**src/rtl/serial_subtractor.sv**
```systemverilog
// rtl/serial_subtractor.sv - bit-serial (N+1)-bit minus N-bit subtractor with START/BUSY/DONE handshake
// Optional feature macro: SERIAL_SUBTRACTOR_STICKY_ERR_EN (ERR stays set across completions until RST).
// N must be at least 2.

module serial_subtractor #(
  parameter int N = 6
) (
  input  logic         CLK,
  input  logic         RST,
  input  logic         START,
  input  logic [N:0]   S,
  input  logic [N-1:0] B,
  output logic [N-1:0] A,
  output logic         ERR,
  output logic         BUSY,
  output logic         DONE
);

  localparam int CW = $clog2(N + 1);

  typedef enum logic [1:0] {
    IDLE = 2'd0,
    RUN  = 2'd1,
    FIN  = 2'd2
  } state_t;

  state_t        state_q, state_d;
  logic [N:0]    sr_q, sr_d;     // minuend shift register, LSB consumed first
  logic [N:0]    br_q, br_d;     // subtrahend, zero-extended to N+1 bits
  logic [N-1:0]  d_q, d_d;       // difference bits 0..N-1, filled from the top
  logic [N-1:0]  a_q, a_d;
  logic          bw_q, bw_d;     // running borrow
  logic          err_q, err_d;
  logic [CW-1:0] cnt_q, cnt_d;

  logic s_bit;
  logic b_bit;
  logic diff_bit;
  logic borrow_next;
  logic last_bit;
  logic new_err;
  logic err_result;

  // Single full-subtractor cell operating on the current LSBs plus the borrow register.
  always_comb begin
    s_bit       = sr_q[0];
    b_bit       = br_q[0];
    diff_bit    = s_bit ^ b_bit ^ bw_q;
    borrow_next = (~s_bit & b_bit) | (~(s_bit ^ b_bit) & bw_q);
    last_bit    = (cnt_q == CW'(N));
    // Final borrow means negative; difference bit N set means the result exceeds N bits.
    new_err     = borrow_next | diff_bit;
`ifdef SERIAL_SUBTRACTOR_STICKY_ERR_EN
    err_result  = err_q | new_err;
`else
    err_result  = new_err;
`endif
  end

  // Next-state and datapath update: everything holds unless the FSM says otherwise.
  always_comb begin
    state_d = state_q;
    sr_d    = sr_q;
    br_d    = br_q;
    d_d     = d_q;
    a_d     = a_q;
    bw_d    = bw_q;
    err_d   = err_q;
    cnt_d   = cnt_q;

    case (state_q)
      IDLE: begin
        if (START) begin
          sr_d    = S;
          br_d    = {1'b0, B};
          d_d     = '0;
          bw_d    = 1'b0;
          cnt_d   = '0;
          state_d = RUN;
        end
      end

      RUN: begin
        sr_d  = {1'b0, sr_q[N:1]};
        br_d  = {1'b0, br_q[N:1]};
        d_d   = {diff_bit, d_q[N-1:1]};
        bw_d  = borrow_next;
        cnt_d = cnt_q + 1'b1;
        if (last_bit) begin
          // d_q already holds bits 0..N-1; the bit computed now is bit N.
          a_d     = d_q;
          err_d   = err_result;
          state_d = FIN;
        end
      end

      FIN: begin
        state_d = IDLE;
      end

      default: begin
        state_d = IDLE;
      end
    endcase
  end

  // State register with synchronous active-high reset that discards any in-flight operation.
  always_ff @(posedge CLK) begin
    if (RST) begin
      state_q <= IDLE;
      sr_q    <= '0;
      br_q    <= '0;
      d_q     <= '0;
      a_q     <= '0;
      bw_q    <= 1'b0;
      err_q   <= 1'b0;
      cnt_q   <= '0;
    end else begin
      state_q <= state_d;
      sr_q    <= sr_d;
      br_q    <= br_d;
      d_q     <= d_d;
      a_q     <= a_d;
      bw_q    <= bw_d;
      err_q   <= err_d;
      cnt_q   <= cnt_d;
    end
  end

  assign A    = a_q;
  assign ERR  = err_q;
  assign BUSY = (state_q == RUN);
  assign DONE = (state_q == FIN);

endmodule

```
**config.mk**
```make
export PLATFORM = sky130hd
export DESIGN_NAME = serial_subtractor
export DESIGN_NICKNAME = d
export VERILOG_FILES = /design/src/rtl/serial_subtractor.sv
export SDC_FILE = /design/constraint.sdc
export NUM_CORES = 1
export LEC_CHECK = 0
export BUFFER_PORTS_ARGS = -buffer_cell sky130_fd_sc_hd__clkbuf_2
export CAP_MARGIN = 20
export CORE_MARGIN = 10
export CORE_UTILIZATION = 49
export CTS_CLUSTER_DIAMETER = 50
export CTS_CLUSTER_SIZE = 14
export DETAILED_ROUTE_END_ITERATION = 6
export MAX_ROUTING_LAYER = met4
export PLACE_DENSITY_LB_ADDON = 0.08
export SETUP_SLACK_MARGIN = 0.1
export SYNTH_ARGS = -nofsm -noshare
export SYNTH_HDL_FRONTEND = slang
export SYNTH_SLANG_ARGS = --single-unit
```
**constraint.sdc**
```tcl
create_clock -name CLK -period 2.3 [get_ports CLK]
set_input_delay 0.69 -clock CLK [delete_from_list [all_inputs] [get_ports CLK]]
set_output_delay 0.69 -clock CLK [all_outputs]
set_load 0.02 [all_outputs]
```
==> impl_metrics.ini, run 1 <==
[pwr]
p_per_area_nw_per_um2 = 667.9
power_leakage_nw = 0.6442
sw_frac_of_total_pct = 24.87
p_comb_share_pct = 9.4
seqPwrFrac_pct = 57.7
p_total_mw = 1.011
ir_drop_mv = 0.4150
internal_power_mw = 0.7597
switchingPower_mw = 0.2515
clockPowerShare_pct = 33.0

[cells_and_area]
mostFrequentLayoutCells = 32 x dfxtp_1, 24 x clkbuf_2, 23 x nand2_1, 17 x a22o_1, 14 x o21ai_0
drive_gt1_share_pct = 22.56
antenna_cells = 0
fin_area_sq_um = 1514
fill_cells = 237
fin_nets = 182
final_core_util_pct = 59.49
syn_to_final_growth_pct = 13.83
layout_commonest_cell = dfxtp_1

[global_route]
grt_pass1_wl_microns = 4319
grt_start_max_net_pins = 20
track_usage_pct = 10.52
overflow = 0
grt_pass1_vias = 1003
antenna_found_initial = 0

[setup_path]
start_kind = flip-flop
rr_worst_depth = 5
crit_path_end_kind = primary output
arrival_ns = 1.26
path_max_fanout = 16
timing.rr.start = cnt_q[0]
reg2reg_to = ERR
criticalPathCategory = flip-flop to primary output
required_ns = 1.61
reg2reg_slack_ns = 0.85

[floorplan]
core_sq_um = 2545
initial_core_util_pct = 52.26
die_w_microns = 72.10
die_area_sq_um = 5198
die_h_microns = 72.10
rows = 18
io_pins = 25

[drt]
drtAntennaViolNets = 0
drc = 0
wirelength_microns = 2544
drtPass1Iterations = 4
drt_iter0_drc = 60
via_per_inst = 5.371
routed-via-count = 1042
post_drt_wl_per_cell_microns = 13.11

[sta]
slew_viol_final = 0
max_freq_ghz = 0.5117
clock_skew_ns = 0.006335
relSlewSlack_pct = 70.49
fin_tns_setup_ns = 0
period_minus_slack_ns = 1.954
worstMarginPinSlew_ns = 0.4417
fin_ws_ns = 0.3458
setup_violations = 0
rsz0062_at_grt = no
hold_violations = 0
fin_crit_sh_pct = 84.97

[yosys]
synth_top_area_share_pct = 48.17
ys_top_cells_by_area = dfxtp_1 48%, a22o_1 11%, nand2_1 6.5%
postSynthAreaPerCell_sq_um = 9.638
synthDistinctLibCells = 27
yosysSeqAreaShare_pct = 48.17
synth_ff_type = dfxtp_1
syn_area_sq_um = 1330
synthArstFlopShare_pct = 0
synth.yosys.warnings = 0
syn_nets = 157
synth_seq_cells = 32
synth_edf_count = 0
synth_cells = 138
synth_top_area_cell = dfxtp_1

[clock_network]
cts_buffer_depth = 2
cts_made_buffers = 5
cts.repair.resized = 0
cts_sinks = 32
cts-hold-fix-buffers = 0
post-cts-setup-buffer-count = 0
clock_latency_ns = 0.33
clkTransAtPathRegs_ns = 0.09
cts-root-buf = clkbuf_4
cts_htree_levels = 2
cts_tree = done

[status]
status = complete, no violations

[place]
dp_hpwl_microns = 1809
dpl_cell_area_sq_um = 1453
pre_cts_ws_ns = 0.4471
io_buffer_count = 24
routabilityCongestion = 0.7232

[hold_path]
hold_path.startpoint = sr_q[5]
min_to = sr_q[5]
worstHoldPathCells = 1
min_path_type = flip-flop to flip-flop

[flow_run]
cap_violations = 0
-- power by group through the flow --
stage                     logic [mW]  registers [mW]  clock network, mW
after CTS                     0.0949           0.583              0.346
after global placement        0.0929           0.596                  0
after global routing           0.107           0.586              0.372
after floorplan               0.0669           0.594                  0
final                         0.0946           0.583              0.333
after detailed placement      0.0950           0.596                  0
-- cell usage after synthesis, types with 3 or more instances --
library cell / n
o21ai_0: 14
a22o_1: 17
nor2_1: 11
inv_1: 3
buf_2: 4
nand2_1: 23
a21oi_1: 3
mux2i_1: 7
dfxtp_1: 32
-- metal layers --
layer  vias to the layer above  GRT usage, %  routed length, microns
met4                         0         6.667                      64
li1                        534             -                       -
met2                        16         15.55                    1138
met5                         -             -                       0
met3                         8         3.946                     120
met1                       484         11.69                    1220
-- critical path, stage by stage, from the launching register on --
cell	delay [ns]
dfxtp_1	0.34
buf_4	0.20
and2b_1	0.21
clkbuf_2	0.19
-- worst max-delay path by stage --
stage,start,end,slack (ns),cells past startpoint
after global placement,START,sr_q[0],0.48,4
after detailed placement,START,br_q[2],0.45,4
after global routing,state_q[1],BUSY,0.27,2
final,state_q[0],BUSY,0.35,3
after floorplan,state_q[0],DONE,0.77,2
after CTS,state_q[0],BUSY,0.32,3
-- sequential cells by signal (all words and copies together), names as in the netlist --
| signal | flops |
|---|---|
| A | 6 |
| sr_q | 7 |
| state_q | 2 |
| ERR | 1 |
| br_q | 6 |
| cnt_q | 3 |
| bw_q | 1 |
| d_q | 6 |
-- per-stage QoR --
step / cells / hold WS (ns)
finish: 194 / 0.4815
global route: 194 / 0.5012
CTS: 194 / 0.4910
detailed placement: 186 / 0.4629
global placement: 186 / 0.4611
floorplan: 138 / 0.4425
-- final cells by class --
| type | instances | area (sq um) | share of cell area, % |
|---|---|---|---|
| inverters | 3 | 11.26 | 0.7438 |
| flip-flops and latches | 32 | 640.6 | 42.31 |
| multi-input cells | 94 | 620.6 | 40.99 |
| well taps | 30 | 37.54 | 2.479 |
| clock buffers | 6 | 51.30 | 3.388 |
| repair buffers | 27 | 142.6 | 9.422 |
| clock inverters | 2 | 10.01 | 0.6612 |
-- kinds of logic after synthesis --
group	Yosys count	share of synthesized area, %
compound gates	39	21.45
fa+ha+maj	3	3.386
buf+inv	12	5.174
flops	32	48.17
mux	7	5.268
simple gates	45	16.56
No activity file was read; power rests on OpenSTA's default activity.
==> run 2: changes to the inputs <==
Clock period 2.3 ns to 1.8 ns, I/O delays scaled along.
==> run 2 against run 1 <==
  * Non-clock buffer count rose by 3
  * Combinational power rose by 30%
  * Cell area rose by 2.3%
  * Utilization rose by 1.4 points
  * Clock power rose by 34%
  * First-iteration DRC count rose by 20%
  * Sequential share of layout area fell by 0.63 points
==> impl_metrics.ini, run 2 (same netlist as run 1, synthesis figures left out) <==
[hold_path]
min_path_type = primary input to flip-flop

[pwr]
seqPwrFrac_pct = 56.7
p_comb_share_pct = 9.3
power_leakage_nw = 0.6608
internal_power_mw = 1.008
clockPowerShare_pct = 34.0
ir_drop_mv = 0.7294
sw_frac_of_total_pct = 23.43
switchingPower_mw = 0.3084
p_per_area_nw_per_um2 = 849.7

[drt]
wirelength_microns = 2720
via_per_inst = 5.327
drtAntennaViolNets = 0
drc = 0
drtPass1Iterations = 4
routed-via-count = 1044
drt_iter0_drc = 72
post_drt_wl_per_cell_microns = 13.88

[cells_and_area]
antenna_cells = 0
multi_input_area_sq_um = 621.8
fill_cells = 222
final_cells = 196
regArea_sq_um = 645.6
fin_nets = 185
largest_register = sr_q
largest_reg_flops = 7
drive_gt1_share_pct = 25.30
syn_to_final_growth_pct = 16.46
layout_commonest_cell = dfxtp_1
mostFrequentLayoutCells = 30 x dfxtp_1, 23 x nand2_1, 23 x clkbuf_2, 17 x a22o_1, 14 x o21ai_0

[sta]
setup_violations = 0
hold_violations = 0
relSlewSlack_pct = 68.99
clock_skew_ns = 0.006734
slew_viol_final = 0
worstMarginPinSlew_ns = 0.4642
fin_crit_sh_pct = 90.72
period_minus_slack_ns = 1.633
max_freq_ghz = 0.6124
fin_tns_setup_ns = 0
rsz0062_at_grt = no

[setup_path]
path_max_fanout = 4
crit_path_end_kind = primary output
start_kind = flip-flop
crit_slowest_cell = dfxtp_4
critPathTopFamily = flip-flops
cpPeakStageDelay_ns = 0.37
crit_chain = and2b_2 > buf_4
arrival_ns = 1.09
cp.buffers_inverters = 1
reg2reg_slack_ns = 0.33
required_ns = 1.26
criticalPathCategory = flip-flop to primary output

[global_route]
grt_pass1_vias = 1086
grtUsageMet1_pct = 12.06
grt_pass1_wl_microns = 4602
use_met3_pct = 5.170
antenna_found_initial = 0
overflow = 0
grtUsageMet2_pct = 17.59
track_usage_pct = 11.18
grt_start_max_net_pins = 20
grt.busiest_layer = met2

[flow_run]
cap_violations = 0

[status]
status = complete, no violations

[clock_network]
clkTransAtPathRegs_ns = 0.09
cts_sinks = 32
cts_htree_levels = 2
clock_latency_ns = 0.32
cts_buffer_depth = 2
cts-root-buf = clkbuf_4
cts_tree = done
cts-hold-fix-buffers = 0
cts_made_buffers = 5

[place]
io_buffer_count = 24
dp_cells = 187
dp_hpwl_microns = 1922
routabilityCongestion = 0.7685

[floorplan]
rows = 18
die_h_microns = 72.10
die_w_microns = 72.10
initial_core_util_pct = 52.26
die_area_sq_um = 5198
core_sq_um = 2545
io_pins = 25
==> run 2: timing repair <==
item                       4_1_cts  5_1_grt
setup buffers                    2        0
resized for setup                5        1
setup endpoints to repair        2        1
==> run 2: worst reg2reg max path, cell delays in order, from the launching register on <==
cell and delay, ns:
dfxtp_1 0.34, inv_1 0.06, ha_1 0.17, and4b_1 0.48
mux2i_1 0.26, nor2_1 0.05
==> run 2: area by class of cell <==
cell class | instances | share of cell area (%)
Multi-Input combinational cell | 94 | 40.15
Inverter | 3 | 0.7270
Tap cell | 30 | 2.423
Sequential cell | 32 | 41.68
Timing Repair Buffer | 30 | 10.82
Clock buffer | 7 | 4.200
==> run 2: power groups by stage <==
stage	Sequential [mW]	Clock, mW	Combinational, mW
after floorplan	0.759	0	0.0855
after global placement	0.763	0	0.119
after detailed placement	0.763	0	0.122
after CTS	0.746	0.462	0.124
after global routing	0.749	0.498	0.138
final	0.746	0.447	0.123
==> run 2: metal layers <==
layer	share of wire [%]	routed length, microns
met4	1.3	36
met1	48	1294
met3	6.1	167
met2	45	1222
met5	0	0
==> run 2: stage by stage <==
stage               utilization [%]  power (mW)  cell area [sq um]  setup slack (ns)  hold slack, ns
floorplan                         -      0.8449               1330            0.4218          0.4425
global placement              57.37      0.8820               1460            0.2761          0.4598
global route                  60.87       1.385               1549            0.1044          0.4840
finish                        60.87       1.316               1549            0.1670          0.4753
detailed placement            57.37      0.8856               1460            0.2575          0.4641
CTS                           60.87       1.332               1549            0.1421          0.4590
==> run 2: final timing paths <==
kind	startpoint	to	cells after the start
hold / removal	S[6]	sr_q[6]	3
setup reg to reg	cnt_q[0]	A[1]	5
setup / recovery	state_q[1]	BUSY	2
hold reg to reg	d_q[5]	d_q[5]	1
